`src/rtl/serial_alu_pkg.sv`:
```
// Shared types for the bit-serial ALU.
//   mode_e  : operation selected with start (ADD, SUB, INC, NEG)
//   state_e : word sequencer state (IDLE, RUN)
package serial_alu_pkg;

  typedef enum logic [1:0] {
    MODE_ADD = 2'd0,
    MODE_SUB = 2'd1,
    MODE_INC = 2'd2,
    MODE_NEG = 2'd3
  } mode_e;

  typedef enum logic {
    ST_IDLE = 1'b0,
    ST_RUN  = 1'b1
  } state_e;

  // Maps a mode onto the full-adder x operand (a or ~a).
  function automatic logic op_x(input mode_e m, input logic a);
    return (m == MODE_NEG) ? ~a : a;
  endfunction

  // Maps a mode onto the full-adder y operand (b, ~b or 0).
  function automatic logic op_y(input mode_e m, input logic b);
    case (m)
      MODE_ADD: return b;
      MODE_SUB: return ~b;
      default:  return 1'b0;
    endcase
  endfunction

endpackage

```
`src/rtl/serial_fa.sv`:
```
// Combinational full-adder cell.
//   x, y, cin : operand bits and carry in
//   s, cout   : sum bit and carry out
module serial_fa (
  input  logic x,
  input  logic y,
  input  logic cin,
  output logic s,
  output logic cout
);

  assign s    = x ^ y ^ cin;
  assign cout = (x & y) | (x & cin) | (y & cin);

endmodule

```
`src/rtl/serial_alu.sv`:
```
// Bit-serial ADD/SUB/INC/NEG unit, LSB first, one registered result bit per
// cycle with one cycle of latency.
//   clk, reset          : clock, synchronous active-high reset
//   start, mode         : word start strobe and operation (sampled with start)
//   a_in, b_in          : serial operands, bit 0 present with start
//   sum_out, out_valid  : registered serial result and its qualifier
//   busy                : word in progress, start ignored
//   done                : pulse with the last result bit
//   carry_out, overflow : word flags, updated with done and held
//
// state   | meaning
// --------+----------------------------------------------------------
// ST_IDLE | waiting for start; the accept cycle consumes bit 0
// ST_RUN  | consuming bits 1..WIDTH-1, start ignored
module serial_alu
  import serial_alu_pkg::*;
#(
  parameter int WIDTH = 8
) (
  input  logic       clk,
  input  logic       reset,
  input  logic       start,
  input  logic [1:0] mode,
  input  logic       a_in,
  input  logic       b_in,
  output logic       sum_out,
  output logic       out_valid,
  output logic       busy,
  output logic       done,
  output logic       carry_out,
  output logic       overflow
);

  localparam int CNT_W = $clog2(WIDTH);
  localparam logic [CNT_W-1:0] LAST_BIT = CNT_W'(WIDTH - 1);

  state_e           r_state;
  state_e           w_state_nxt;
  mode_e            r_mode;
  logic [CNT_W-1:0] r_cnt;
  logic             r_carry;
  logic             r_sum;
  logic             r_valid;
  logic             r_done;
  logic             r_cout;
  logic             r_ovf;

  logic             w_accept;
  logic             w_last;
  logic             w_consume;
  mode_e            w_mode;
  logic             w_x;
  logic             w_y;
  logic             w_cin;
  logic             w_s;
  logic             w_cout;

  always_ff @(posedge clk) begin
    if (reset) r_state <= ST_IDLE;
    else       r_state <= w_state_nxt;
  end

  always_comb begin
    w_state_nxt = r_state;
    w_accept    = 1'b0;
    w_last      = 1'b0;
    case (r_state)
      ST_IDLE: begin
        if (start) begin
          w_accept    = 1'b1;
          w_state_nxt = ST_RUN;
        end
      end
      ST_RUN: begin
        if (r_cnt == LAST_BIT) begin
          w_last      = 1'b1;
          w_state_nxt = ST_IDLE;
        end
      end
      default: w_state_nxt = ST_IDLE;
    endcase
  end

  assign w_consume = w_accept | (r_state == ST_RUN);

  // Bit 0 is consumed before the mode/carry registers are loaded, so the
  // accept cycle takes mode and carry-in straight from the inputs.
  assign w_mode = (r_state == ST_IDLE) ? mode_e'(mode) : r_mode;
  assign w_cin  = (r_state == ST_IDLE) ? (w_mode != MODE_ADD) : r_carry;
  assign w_x    = op_x(w_mode, a_in);
  assign w_y    = op_y(w_mode, b_in);

  serial_fa u_fa (
    .x    (w_x),
    .y    (w_y),
    .cin  (w_cin),
    .s    (w_s),
    .cout (w_cout)
  );

  always_ff @(posedge clk) begin
    if (reset) begin
      r_mode  <= MODE_ADD;
      r_cnt   <= '0;
      r_carry <= 1'b0;
      r_sum   <= 1'b0;
      r_valid <= 1'b0;
      r_done  <= 1'b0;
      r_cout  <= 1'b0;
      r_ovf   <= 1'b0;
    end else begin
      if (w_accept) r_mode <= mode_e'(mode);
      if (w_consume) begin
        r_carry <= w_cout;
        r_cnt   <= w_last ? '0 : r_cnt + CNT_W'(1);
      end
      r_sum   <= w_consume & w_s;
      r_valid <= w_consume;
      r_done  <= w_last;
      if (w_last) begin
        r_cout <= w_cout;
        // r_carry still holds the carry into the MSB here.
        r_ovf  <= r_carry ^ w_cout;
      end
    end
  end

  assign sum_out   = r_sum;
  assign out_valid = r_valid;
  assign busy      = (r_state == ST_RUN);
  assign done      = r_done;
  assign carry_out = r_cout;
  assign overflow  = r_ovf;

endmodule

```
`config.mk`:
```
export PLATFORM = sky130hd
export DESIGN_NAME = serial_alu
export DESIGN_NICKNAME = d
export VERILOG_FILES = /design/src/rtl/serial_alu_pkg.sv /design/src/rtl/serial_fa.sv /design/src/rtl/serial_alu.sv
export SDC_FILE = /design/constraint.sdc
export NUM_CORES = 1
export LEC_CHECK = 0
export ABC_AREA = 1
export CORE_MARGIN = 8
export CORE_UTILIZATION = 30
export DETAILED_ROUTE_END_ITERATION = 6
export HOLD_SLACK_MARGIN = 0.03
export PLACE_DENSITY = 0.61
export SLEW_MARGIN = 40
export SYNTH_ARGS = -nofsm -noshare
export SYNTH_HDL_FRONTEND = slang
export SYNTH_SLANG_ARGS = --single-unit
```
`constraint.sdc`:
```
create_clock -name clk -period 1.5 [get_ports clk]
set_input_delay 0.3 -clock clk [delete_from_list [all_inputs] [get_ports clk]]
set_output_delay 0.3 -clock clk [all_outputs]
set_load 0.005 [all_outputs]
```
==> results.md <==
Critical path:
- The setup slack of the most critical reg-to-reg path is -0.03 ns.
- In this run the critical register-to-register path is captured at overflow$_SDFFE_PP0P_.
- The startpoint identified for the worst register-to-register timing path is busy$_SDFF_PP0_.
- The arrival time of data at the critical path endpoint is 1.74 ns.
- The critical path starts at busy$_SDFF_PP0_.
- The type of destination of the critical path is a register.
- The worst register-to-register path has a depth of 9.
- The category of the worst setup path launch point is a register.
- The peak fanout along the critical path is 7.
- For the worst setup path, the data required time is 1.70 ns.
- The category of the most critical setup path is reg2reg.

Yosys:
- The sequential cell area fraction in the yosys report is 42.5%.
- A synthesized cell averages 6.98 µm².
- The xor/xnor share of the synthesized area is 1.55%.
- For this run, the number of Yosys warnings is 0.
- Summing the areas of all fa, ha and maj instances in the mapped netlist gives 7.96% of the synthesized area.
- The instance count of the mapped netlist is 81.
- Of the total synthesized cell area, the portion taken by AND, OR, NAND and NOR gates is 34.1%.
- The post-synthesis instance area is 566 µm².
- The flip-flop and latch count after synthesis is 12.
- The multiplexer area fraction after synthesis is 0%.
- After synthesis, the largest family of logic cells by area is simple AND/OR/NAND/NOR gates.
- The synthesized netlist devotes 7.30% of its cell area to compound gates.
- The net count of the mapped netlist is 91.
- The number of distinct standard cells referenced by the synthesized netlist is 15.

Finish:
- The library cells used most frequently in the layout, excluding fill and tap cells, are nand2_1, nor2_1, dfxtp_1.
- The number of nets in the finished design is 111.
- The cell area after layout is 816 µm².
- The post-route netlist has 21.0% of its cells at a drive strength greater than 1.
- The final-layout fill cell count is 188.
- The library cell used most frequently in the layout, excluding fill and tap cells, is nand2_1.
- The finished layout holds 125 standard cells, fillers aside.
- The signed area change from the synthesized netlist to the final layout is 44.2%.
- The number of antenna diodes in the final layout is 0.

Clock tree:
- In this run, post-CTS hold repair placed 0 buffers.
- The H-tree level count is 1.
- The clock sink count is 12.
- After clock tree synthesis, the clock-pin slew on the worst setup and hold paths is 0.07 ns.
- The clock latency on the worst-skew pair is 0.27 ns.
- No sink is reached through more buffers than the 2 on the longest clock path.
- The CTS buffer count is 3.
- After clock tree synthesis, the setup repair step added 0 buffers.
- The root buffer cell is clkbuf_4.
- The clock tree from TritonCTS is done.

Placement:
- The HPWL after detailed placement is 993 µm.
- The number of I/O port buffers is 12.
- The number of placed instances, taps included, is 121.
- The placed instances occupy a cell area of 748 µm².
- The congestion estimate from routability-driven global placement came to 0.851.

Timing:
- For the pin with the worst max-slew slack, the measured transition is 0.375 ns.
- Across all hold checks on the routed design, the worst slack comes to 0.477 ns.
- Setup repair after global routing could not meet its margin everywhere.
- The max-slew violation count is 0.
- After layout, the worst path uses 102% of the clock period.
- The routed design could run at a clock period as short as 1.53 ns.
- The headroom to the max-slew limit is 74.9%.
- The highest clock frequency the design can meet is 0.652 GHz.
- Setup violations remaining at the end of the flow were counted as 2.
- The number of hold-slack violations in the final timing report is 0.
- After layout, the worst setup slack is -0.0343 ns.
- The clock skew after layout is 0.000665 ns.

Floorplan:
- The die covers 3530 µm².
- The core box area is 1750 µm².
- The chip width is 59.4 µm.
- The floorplan row count is 15.
- The die is 59.4 µm tall.
- Once the floorplan was initialized, standard cells occupied 32.4% of the core.
- The I/O pin count is 13.

GRT:
- The number of global-route vias before repair came to 539.
- The number of antenna violations at the first check in global routing is 0.
- The first global-routing pass estimated 2190 µm of wire.
- The maximum number of pins on one net before global-route repair is 8.
- The all-layer global routing usage is 8.08%.
- After global routing the overflow that remains totals 0.

Outcome:
- The final reports fail on setup timing.
- The run finished, with violations left.

Pwr:
- Dividing total power by cell area gives a power density of 933 nW/µm².
- IR analysis of the VDD net gives a maximum drop of 334 µV.
- For this design the static power due to leakage is 0.000401 µW.
- Overall power consumption after layout is estimated at 761 µW.

Hold path:
- The worst hold path passes through 2 cells.
- The destination of the worst hold path is r_cnt[1]$_SDFFE_PP0P_.
- The worst hold path belongs to the class reg2reg.
- The startpoint identified for the worst hold timing path is r_cnt[1]$_SDFFE_PP0P_.

Detailed routing:
- The initial DRC count is 4.
- After detailed routing, the total wire length is 1280 µm.
- The length of the first detailed-routing pass in iterations is 4.
- The average detailed-routed wire length per instance is 10.3 µm.
- The detail route stage leaves a number of antenna-violating nets equal to 0.
- The detailed-route via count is 558.
- The remaining design rule violation count is 0.
- After detailed routing, the number of vias per cell comes to 4.46.

Run:
- Across the run, the number of max-cap violations was 0.
## report_power, final
part,leakage [µW],switching [µW],total [µW],internal (µW)
combinational,0.000280,77.1,155,78.4
clock,0.0000210,101,248,147
sequential,0.0000993,16.9,357,340
total,0.000401,195,761,566
## state kept, by name (all words and copies together) (netlist names)
signal	flops
busy	1
done	1
sum_out	1
r_cnt	3
overflow	1
r_mode	2
carry_out	1
r_carry	1
out_valid	1
## worst max path at each step
stage,to,cells past startpoint
2_1_floorplan,overflow$_SDFFE_PP0P_,9
3_3_place_gp,overflow$_SDFFE_PP0P_,9
3_5_place_dp,overflow$_SDFFE_PP0P_,9
4_1_cts,overflow$_SDFFE_PP0P_,8
5_1_grt,sum_out$_SDFF_PP0_,9
6_report,overflow$_SDFFE_PP0P_,9
## layer usage
metal  wire (µm)  global-route usage [%]
met5           0                       0
met4          43                    6.14
met3          73                    2.60
met2         575                    12.0
met1         590                    9.31
## metrics by stage
stage                     util [%]  setup TNS (ns)  setup WS (ns)
after floorplan                  -               0         0.0494
after global placement        42.9           -1.50         -0.400
after detailed placement      42.9           -1.57         -0.405
after CTS                     44.9               0       0.000799
after global routing          46.7          -0.441         -0.135
final                         46.7         -0.0558        -0.0343
## cell type report
class,count,area [µm²],area share [%]
flip-flops and latches,12,244,29.9
inverters,10,40.0,4.91
well taps,25,31.3,3.83
multi-input cells,59,322,39.4
repair buffers,15,143,17.5
clock buffers,4,36.3,4.45
## cells in the mapped netlist
master,number,share of area [%]
nand3_1,4,3.5
a21oi_1,3,2.7
inv_2,1,0.66
inv_1,9,6.0
nand3b_1,2,2.7
xnor2_1,1,1.5
o21ai_0,4,3.5
dfxtp_1,12,42
ha_1,2,4.4
nand2_1,25,17
nor3_1,1,0.88
a31oi_1,1,1.1
nor2_1,14,9.3
nand2_2,1,1.1
fa_1,1,3.5
## timing repair
action                     CTS  global route
setup endpoints to repair    4             5
resized for setup            4            11
pin swaps                    3             8
## cells by family after synthesis
kind of cell             after synthesis
AND/OR/NAND/NOR                       47
flip-flops                            12
buffers and inverters                 10
AO/OA/AOI/OAI                          8
adder cells (fa/ha/maj)                3
XOR/XNOR                               1
## worst max-delay path, cell delays in order, from the launching register on
cell	delay, ns
dfxtp_4	0.38
inv_4	0.08
nand2_2	0.05
nand2_2	0.09
nand2_2	0.06
nand2_2	0.07
nand2_2	0.06
fa_2	0.43
xnor2_2	0.15
a21oi_1	0.12
Power figures use the tool's default switching activity.
